`src/rtl/mem_arbiter.sv`:
```
`default_nettype none
// ============================================================================
//  Module      : mem_arbiter
//  Description : Shares one single-port synchronous word RAM between a
//                read-only instruction-fetch port (i_*) and a read/write
//                load/store port (d_*). The grant is combinational in the
//                request cycle, and the one-cycle-latency read data is routed
//                back to whichever port won. A streak counter guarantees that
//                fetch makes progress under sustained data traffic.
//  Ports       : sys_clk/sys_rst       - clock, synchronous active-high reset
//                i_req/i_addr/i_flush  - fetch request, address, redirect
//                i_gnt/i_rvalid/i_rdata- fetch grant and response
//                d_req/d_we/d_be/d_addr/d_wdata - load/store request
//                d_gnt/d_rvalid/d_rdata- data grant and response
//                mem_en/mem_we/mem_addr/mem_wdata/mem_rdata - RAM port
//  Revision    : 1.0 - initial release
// ============================================================================
module mem_arbiter #(
    parameter int ADDR_W          = 32,
    parameter int IDX_W           = 12,
    parameter int MAX_DATA_STREAK = 4
) (
    input  logic              sys_clk,
    input  logic              sys_rst,
    // instruction-fetch port
    input  logic              i_req,
    input  logic [ADDR_W-1:0] i_addr,
    output logic              i_gnt,
    input  logic              i_flush,
    output logic              i_rvalid,
    output logic [31:0]       i_rdata,
    // load/store port
    input  logic              d_req,
    input  logic              d_we,
    input  logic [3:0]        d_be,
    input  logic [ADDR_W-1:0] d_addr,
    input  logic [31:0]       d_wdata,
    output logic              d_gnt,
    output logic              d_rvalid,
    output logic [31:0]       d_rdata,
    // RAM port
    output logic              mem_en,
    output logic [3:0]        mem_we,
    output logic [IDX_W-1:0]  mem_addr,
    output logic [31:0]       mem_wdata,
    input  logic [31:0]       mem_rdata
);

    localparam int STREAK_W = $clog2(MAX_DATA_STREAK + 1);
    localparam logic [STREAK_W-1:0] C_STREAK_MAX = STREAK_W'(MAX_DATA_STREAK);

    typedef enum logic [1:0] {
        OWN_NONE    = 2'd0,
        OWN_FETCH   = 2'd1,
        OWN_DATA_RD = 2'd2,
        OWN_DATA_WR = 2'd3
    } owner_t;

    owner_t              owner_q, owner_d;
    logic [STREAK_W-1:0] streak_q, streak_d;

    logic w_i_gnt;
    logic w_d_gnt;
    logic w_fetch_prio;

    // Only the word-index bits of the addresses reach the RAM; the rest are
    // intentionally dropped so addresses wrap modulo the RAM size.
    logic w_unused;
    assign w_unused = ^{i_addr, d_addr};

    // ------------------------------------------------------------------
    // Arbitration and RAM request mux
    // ------------------------------------------------------------------
    always_comb begin
        w_fetch_prio = (streak_q == C_STREAK_MAX);

        // Data wins by default; fetch only wins on a full streak, and a
        // redirecting fetch is never granted. If a flush blocks a prioritised
        // fetch, data may still use the idle slot.
        w_i_gnt = ~sys_rst & i_req & ~i_flush & (~d_req | w_fetch_prio);
        w_d_gnt = ~sys_rst & d_req & ~w_i_gnt;

        mem_en    = w_i_gnt | w_d_gnt;
        mem_we    = 4'd0;
        mem_addr  = '0;
        mem_wdata = 32'd0;
        if (w_i_gnt) begin
            mem_addr = i_addr[IDX_W+1:2];
        end else if (w_d_gnt) begin
            mem_addr  = d_addr[IDX_W+1:2];
            mem_wdata = d_wdata;
            mem_we    = d_we ? d_be : 4'd0;
        end

        i_gnt = w_i_gnt;
        d_gnt = w_d_gnt;
    end

    // ------------------------------------------------------------------
    // Next-state: streak counter and response owner
    // ------------------------------------------------------------------
    always_comb begin
        streak_d = streak_q;
        owner_d  = OWN_NONE;

        if (w_i_gnt || !i_req) begin
            streak_d = '0;
        end else if (w_d_gnt && !i_flush && (streak_q != C_STREAK_MAX)) begin
            streak_d = streak_q + 1'b1;
        end

        if (w_i_gnt) begin
            owner_d = OWN_FETCH;
        end else if (w_d_gnt) begin
            owner_d = d_we ? OWN_DATA_WR : OWN_DATA_RD;
        end

        if (sys_rst) begin
            streak_d = '0;
            owner_d  = OWN_NONE;
        end
    end

    always_ff @(posedge sys_clk) begin
        if (sys_rst) begin
            streak_q <= '0;
            owner_q  <= OWN_NONE;
        end else begin
            streak_q <= streak_d;
            owner_q  <= owner_d;
        end
    end

    // ------------------------------------------------------------------
    // Response routing. Reset also masks a response already in flight,
    // and a flush discards a fetch response in the cycle it would appear.
    // ------------------------------------------------------------------
    always_comb begin
        i_rvalid = ~sys_rst & ~i_flush & (owner_q == OWN_FETCH);
        d_rvalid = ~sys_rst & ((owner_q == OWN_DATA_RD) || (owner_q == OWN_DATA_WR));
        i_rdata  = i_rvalid ? mem_rdata : 32'd0;
        d_rdata  = (d_rvalid && (owner_q == OWN_DATA_RD)) ? mem_rdata : 32'd0;
    end

endmodule
`default_nettype wire
```
`config.mk`:
```
export PLATFORM = sky130hd
export DESIGN_NAME = mem_arbiter
export DESIGN_NICKNAME = d
export VERILOG_FILES = /design/src/rtl/mem_arbiter.sv
export SDC_FILE = /design/constraint.sdc
export NUM_CORES = 1
export LEC_CHECK = 0
export ABC_AREA = 1
export BUFFER_PORTS_ARGS = -buffer_cell sky130_fd_sc_hd__buf_2
export CORE_AREA = 2 2 98 100
export DETAILED_ROUTE_END_ITERATION = 8
export DIE_AREA = 0 0 100 102
export PLACE_DENSITY = 0.62
export SYNTH_ARGS = -nofsm -noshare
export SYNTH_HDL_FRONTEND = slang
export SYNTH_SLANG_ARGS = --single-unit
```
`constraint.sdc`:
```
create_clock -name sys_clk -period 1.44 [get_ports sys_clk]
set_input_delay 0.288 -clock sys_clk [delete_from_list [all_inputs] [get_ports sys_clk]]
set_output_delay 0.288 -clock sys_clk [all_outputs]
set_load 0.02 [all_outputs]
```
==> Word-level counts from Yosys, hierarchy flattened <==
Cells that the tools add are included.
{ "op_classes": {"bitwise": 15, "muxes": 12, "n_eq_ne": 5, "reduce_logical": 9, "addsub": 1} }
{ "ops": {"columns": ["cell", "count"], "rows": [
  ["two-way mux 32 bit", 4],
  ["two-way mux 12 bit", 2],
  ["two-way mux 4 bit", 3],
  ["bitwise AND 1 bit", 8],
  ["inverter 1 bit", 5],
  ["equality test 2 bit, second input constant", 2],
  ["adder 3 x 1 -> 3 bit, second input constant", 1],
  ["equality test 3 bit, second input constant", 1],
  ["logical AND 1 bit", 3],
  ["two-way mux 1 bit", 3],
  ["!= test 3 bit, second input constant", 1],
  ["OR reduction 3 bit", 1],
  ["equality test 2 x 1 -> 1 bit, second input constant", 1],
  ["logical NOT 1 bit", 2],
  ["logical OR 1 bit", 2],
  ["bitwise OR 1 bit", 2],
  ["OR reduction 2 bit", 1]
]} }
{ "totals": {"output_inout_bits": 117, "wordCells": 45, "register_bits": 5, "inputBits": 138} }

==> Depth between registers and ports, before layout <==
Gate-level depths: netlist (run 1).
{ "depth": {"depth_word": 8, "ltp_mapped": 10, "ltp_nobuf": 9} }

==> Least setup slack after synthesis (run 1) <==
OpenSTA, ideal clock, no wires.
{ "synth_timing": {"kind": "register to output", "startpoint": "register streak_q[0]", "endpoint": "output mem_wdata[17]", "path_stages_with_launch": 10, "setup_slack_ps": -240, "arrival_time_ps": 1392, "path_buffers": 2, "path_cell_list": "dfxtp_1 > inv_1 > ha_1 > nand2_1 > nand2_1 > nand3_2 > nand2_2 > buf_6 > buf_6 > nor2_1"} }
{ "synth_via": {"elab_chain_cells": 7} }
{ "synth_rtl": {"columns": ["item", "line_no", "source"], "rows": [
  ["from (decl)", "60", "logic [STREAK_W-1:0] streak_q, streak_d;"],
  ["from (signal assigned)", "129", "streak_q <= streak_d;"],
  ["equality test 3 bit *", "75", "w_fetch_prio = (streak_q == C_STREAK_MAX);"],
  ["bitwise OR 1 bit *", "80", "w_i_gnt = ~sys_rst & i_req & ~i_flush & (~d_req | w_fetch_prio);"],
  ["bitwise AND 1 bit *", "80", null],
  ["inverter 1 bit", "81", "w_d_gnt = ~sys_rst & d_req & ~w_i_gnt;"],
  ["bitwise AND 1 bit", "81", null],
  ["two-way mux 32 bit", "89", "end else if (w_d_gnt) begin"],
  ["two-way mux 32 bit *", "87", "if (w_i_gnt) begin"],
  ["to (decl)", "45", "output logic [31:0] mem_wdata,"]
]} }
Every way passes the cells marked *; elsewhere a longest branch is shown, timed or not.

==> Final worst setup path (run 1) <==
{ "layout_timing": {"startpoint": "register streak_q[0]", "endpoint": "output mem_addr[0]"} }
{ "layout_via": {"elab_chain_cells": 7} }
{ "layout_rtl": {"columns": ["item", "line_no", "source"], "rows": [
  ["equality test 3 bit *", "75", null],
  ["bitwise OR 1 bit *", "80", null],
  ["bitwise AND 1 bit *", "80", null],
  ["inverter 1 bit", "81", null],
  ["bitwise AND 1 bit", "81", null],
  ["two-way mux 12 bit", "89", null],
  ["two-way mux 12 bit *", "87", null],
  ["to (decl)", "44", "output logic [IDX_W-1:0] mem_addr,"]
]} }
Marked as above.

==> results_dict.tcl, run 1 <==
set metrics [dict create \
    cp.required_ns 1.15 \
    period_minus_slack_ns 1.87 \
    start_util_pct 12.7 \
    postPlaceCellArea_um2 2860 \
    worst_pin_slew_ns 0.219 \
    cp_max_fo 7 \
    cp_data_arrival_time_ns 1.58 \
    portBuffers 214 \
    finClkSkew_ns 0.000395 \
    grtUsageTotal_pct 14.4 \
    fin_crit_sh_pct 130 \
    gr-total-overflow 0 \
    clkSinkCount 5 \
    final.setup.tns_ns -24.66 \
    cts_buffers 3 \
    io_pins 255 \
    seq_area_frac_synth_pct 8.65 \
    fmax_mhz 536 \
    drcViolationCount 0 \
    vias_per_cell 4.05 \
    rows 35 \
    p_per_area_nw_per_um2 313 \
    ys_warn_count 0 \
    routed_wl_mm 7.97 \
    power_leakage_uw 0.00237 \
    finalSetupViolCount 116 \
    violations "setup timing" \
    grt_pass1_vias 2542 \
    power.total_uw 1430 \
    insertion_delay_ns 0.22 \
    clk_pin_slew_worst_paths_ns 0.03 \
    synthToLayoutAreaGrowth_pct 295 \
    htree_levels 1 \
    cts_tree "built" \
    netlist_area_um2 1160 \
    grt_max_degree 14 \
    antenna_left 0 \
    vdd_drop_max_mv 0.320 \
    hold_viol_final 0 \
    die_h_um 102 \
    antenna_found_initial 0 \
    routed-via-count 2506 \
    max_slew_margin_pct 85.3 \
    root_buffer "clkbuf_8" \
    gp_congestion 0.753 \
    fin_ws_ns -0.426 \
    avgSynthCellArea_um2 4.43 \
    first_pass_iters 4 \
    rsz0062_at_grt "yes" \
    design.core.area_um2 9110 \
    cts_hold_buffers 0 \
    synth_cells 261 \
    die_w_um 100 \
    die-area_um2 10200 \
    syn_nets 401 \
    diodes 0 \
    endpoint_kind "output port" \
    maxSlewViolCount 0 \
    grt_pass1_wl_mm 11.8 \
    place_hpwl_mm 4.80 \
    maxCapViolations 0 \
    clock_path_buffers 2 \
    worstHoldPathType "primary input to flip-flop" \
    wl_per_cell_um 12.9 \
    critPathLaunchType "flip-flop" \
    nNetsFinal 649 \
    design_area_um2 4570 \
    crit_type "flip-flop to output port" \
    synth.ff_latch_count 5 \
    synth_cell_types 17 \
    drive_above_1_share_pct 78.3 \
    status "complete, but fails checks" \
    first_iter_violations 36 \
]
-- area by class of cell --
cell class              count  area, um^2
repair buffers            255        2380
fillers                   805        4540
well taps                 111         139
multi-input cells         167        1590
flip-flops and latches      5         104
clock buffers               4        45.0
inverters                  77         309
-- placed cells by master (no fill, tap or decap), drive strengths merged --
| cell type | instances |
|---|---|
| a21oi | 3 |
| buf | 254 |
| clkbuf | 5 |
| clkinv | 2 |
| dfxtp | 5 |
| ha | 2 |
| inv | 75 |
| nand2 | 54 |
| nand3 | 2 |
| nand4 | 1 |
| nor2 | 103 |
| o21ai | 1 |
| xor2 | 1 |
-- cell families (layout without fill, tap and decap cells) --
group           Yosys count  in the layout  synth area share (%)
simple gates            160            160                  53.6
buf+inv                  89            336                  33.1
flops                     5              5                  8.65
compound gates            4              4                  1.73
fa+ha+maj                 2              2                  2.16
xor+xnor                  1              1                 0.757
-- Yosys cell counts --
cell type  number  share of area (%)
a21oi_1         3                1.3
buf_2           6                2.6
buf_4           1               0.65
buf_6           5                4.9
dfxtp_1         5                8.6
ha_1            2                2.2
inv_1          76                 25
inv_2           1               0.32
nand2_1        53                 17
nand2_2         1               0.54
nand3_1         1               0.43
nand3_2         1               0.86
nand4_1         1               0.54
nor2_1        100                 32
nor2_2          3                1.6
o21ai_0         1               0.43
xor2_1          1               0.76
-- layer usage --
| metal | wire length, um | global-route usage (%) |
|---|---|---|
| met5 | 0 | 0 |
| met4 | 208 | 4.11 |
| met3 | 682 | 2.19 |
| met2 | 4680 | 31.5 |
| met1 | 2400 | 13.4 |
-- registers in the layout, indices dropped and copies added, names as in the netlist --
name,cells
owner_q,2
streak_q,3
-- worst max-delay path, stage by stage (launching register included) --
cell	delay, ns
dfxtp_2	0.31
inv_2	0.07
ha_4	0.13
nand2_4	0.05
nand2_4	0.07
nand3_4	0.07
nand2_4	0.09
buf_12	0.12
clkinv_8	0.05
buf_12	0.14
nand2_2	0.06
nand2_2	0.05
buf_6	0.13
-- power breakdown --
| group | switching [uW] | leakage, uW | internal (uW) |
|---|---|---|---|
| registers | 3.24 | 0.0000421 | 144 |
| logic | 545 | 0.00231 | 480 |
| clock network | 66.8 | 0.0000228 | 190 |
| total | 615 | 0.00237 | 814 |
-- path summary, 6_finish.rpt --
kind                              endpoint                     start  cells after the start  slack [ns]
setup / recovery               mem_addr[0]  streak_q[0]$_SDFFE_PP0P_                     12       -0.43
setup reg to reg     owner_q[1]$_SDFF_PP0_  streak_q[0]$_SDFFE_PP0P_                     10        0.04
hold reg to reg   streak_q[1]$_SDFFE_PP0P_  streak_q[1]$_SDFFE_PP0P_                      3        0.60
hold / removal       owner_q[0]$_SDFF_PP0_                      d_we                      3        0.37
-- per-stage QoR --
| step | utilization (%) | instances | hold WS (ns) | setup slack (ns) |
|---|---|---|---|---|
| 6_report | 50.1 | 619 | 0.368 | -0.426 |
| 4_1_cts | 47.3 | 615 | 0.386 | -0.426 |
| 5_1_grt | 50.1 | 619 | 0.405 | -0.486 |
| 3_3_place_gp | 31.4 | 590 | 0.499 | -0.270 |
| 2_1_floorplan | - | 261 | 0.391 | -0.108 |
| 3_5_place_dp | 31.4 | 590 | 0.513 | -0.320 |
-- what timing repair did --
| action | 4_1_cts | 5_1_grt |
|---|---|---|
| pin swaps | 15 | 5 |
| cloned | 10 | 1 |
| endpoints found under the setup margin | 116 | 118 |
| gates resized for setup | 323 | 59 |
| setup buffers | 13 | 9 |
| endpoints found under the hold margin | 0 | 0 |
(Power assumes the default switching activity.)
==> run 2, diff against run 1 <==
==> constraint.sdc (replaced) <==
create_clock -name sys_clk -period 1.44 [get_ports sys_clk]
set_input_delay 0.432 -clock sys_clk [delete_from_list [all_inputs] [get_ports sys_clk]]
set_output_delay 0.432 -clock sys_clk [all_outputs]
set_load 0.02 [all_outputs]
==> results_dict.tcl, run 2 (synthesis gave the netlist of run 1 again) <==
set metrics [dict create \
    fmax_mhz 502 \
    rsz0062_at_grt "yes" \
    grt_pass1_vias 2478 \
    clkSinkCount 5 \
    start_util_pct 12.7 \
    p_per_area_nw_per_um2 311 \
    clock_path_buffers 2 \
    reg2reg_depth 9 \
    period_minus_slack_ns 1.99 \
    die-area_um2 10200 \
    clk_pin_slew_worst_paths_ns 0.03 \
    die_h_um 102 \
    vdd_drop_max_mv 0.178 \
    top_register "streak_q" \
    n_fill_cell 770 \
    nNetsFinal 647 \
    hold_viol_final 0 \
    cts_hold_buffers 0 \
    cp_max_fo 6 \
    final_common_cell "buf_6" \
    largest_reg_flops 3 \
    endpoint_kind "output port" \
    gr-total-overflow 0 \
    mostFrequentLayoutCells "buf_6 (120), nor2_4 (103), buf_2 (96)" \
    finalSetupViolCount 117 \
    gp_congestion 0.717 \
    drive_above_1_share_pct 79.2 \
    fin_util_pct 51.2 \
    maxCapViolations 0 \
    cp_data_arrival_time_ns 1.56 \
    routed_wl_mm 8.03 \
    cts_buffers 3 \
    post-place-ws_ns -0.613 \
    antenna_left 0 \
    root_buffer "clkbuf_8" \
    grt_pass1_wl_mm 11.8 \
    worstHoldPathType "primary input to flip-flop" \
    top_regs "streak_q (3), owner_q (2)" \
    fin_ws_ns -0.553 \
    routed-via-count 2434 \
    wl_per_cell_um 13.0 \
    crit_type "flip-flop to output port" \
    cp.required_ns 1.01 \
    antenna_found_initial 0 \
    critPathLaunchType "flip-flop" \
    portBuffers 214 \
    worst_pin_slew_ns 0.268 \
    grtUsageTotal_pct 14.7 \
    maxSlewViolCount 0 \
    die_w_um 100 \
    drcViolationCount 0 \
    whs_path_depth 3 \
    status "complete, but fails checks" \
    diodes 0 \
    finClkSkew_ns 0.000762 \
    design.core.area_um2 9110 \
    power_leakage_uw 0.00237 \
    fin_crit_sh_pct 138 \
    rows 35 \
    cts_tree "built" \
    max_slew_margin_pct 82.1 \
    first_iter_violations 9 \
    io_pins 255 \
    htree_levels 1 \
    synthToLayoutAreaGrowth_pct 303 \
    place_hpwl_mm 5.19 \
    first_pass_iters 3 \
    insertion_delay_ns 0.22 \
    violations "setup timing" \
    grt_max_degree 14 \
    vias_per_cell 3.94 \
]
run 2: cell count changes in the layout (fill, tap and decap cells not counted), moves of 2 or more:
cell | before | now
buf_4 | 40 | 15
buf_6 | 99 | 120
nor2_4 | 96 | 103
buf_12 | 7 | 12
nor2_1 | 5 | 0
buf_16 | 10 | 6
inv_12 | 0 | 2
nand2_8 | 0 | 2
nor2_2 | 2 | 0
run 2: stage by stage:
step           TNS (ns)  cells  power [uW]  instance area, um^2  hold slack [ns]
2_1_floorplan    -13.03    261         633                 2040            0.460
3_3_place_gp     -40.68    589         877                 3240            0.499
3_5_place_dp     -43.99    589         887                 3240            0.504
4_1_cts          -46.98    618        1440                 4590            0.530
5_1_grt          -53.16    617        1540                 4670            0.546
6_report         -46.70    617        1450                 4670            0.511
run 2: final timing paths:
path,startpoint,to,slack [ns]
max reg2reg,streak_q[0]$_SDFFE_PP0P_,streak_q[2]$_SDFFE_PP0P_,0.07
min reg2reg,streak_q[0]$_SDFFE_PP0P_,streak_q[0]$_SDFFE_PP0P_,0.61
max,streak_q[0]$_SDFFE_PP0P_,mem_wdata[16],-0.55
min,d_we,owner_q[0]$_SDFF_PP0_,0.51
run 2: timing repair:
item,CTS,global route
pin swaps,13,17
setup endpoints to repair,118,120
setup buffers,15,8
resized for setup,279,60
cloned,12,0
run 2: critical path: stages, from the launching register on:
cell and delay [ns]:
dfxtp_2 0.32, inv_2 0.05, ha_4 0.16, nand2_4 0.06, nand2_4 0.05, nand3_4 0.14
nand2_8 0.13, buf_16 0.19, nor2_4 0.11, buf_6 0.12
run 2: report_power, final:
part	switching (uW)	total [uW]	internal, uW	leakage (uW)
sequential	2.57	146	144	0.0000421
combinational	565	1050	487	0.00231
clock	61.8	251	189	0.0000228
run 2: layer usage:
metal,part of all wire (%),GRT usage [%]
met5,0,0
met4,1.5,4.32
met3,8.2,2.46
met2,58,30.6
met1,32,14.6
run 2: final cells by class:
type                            instances  area [um^2]  area share [%]
Tap cell                              111          139            2.98
Multi-Input combinational cell        168         1680            35.9
Sequential cell                         5          104            2.22
Clock buffer                            4         45.0           0.965
Timing Repair Buffer                  251         2380            51.0
Inverter                               77          307            6.57
Timing Repair inverter                  1         16.3           0.348
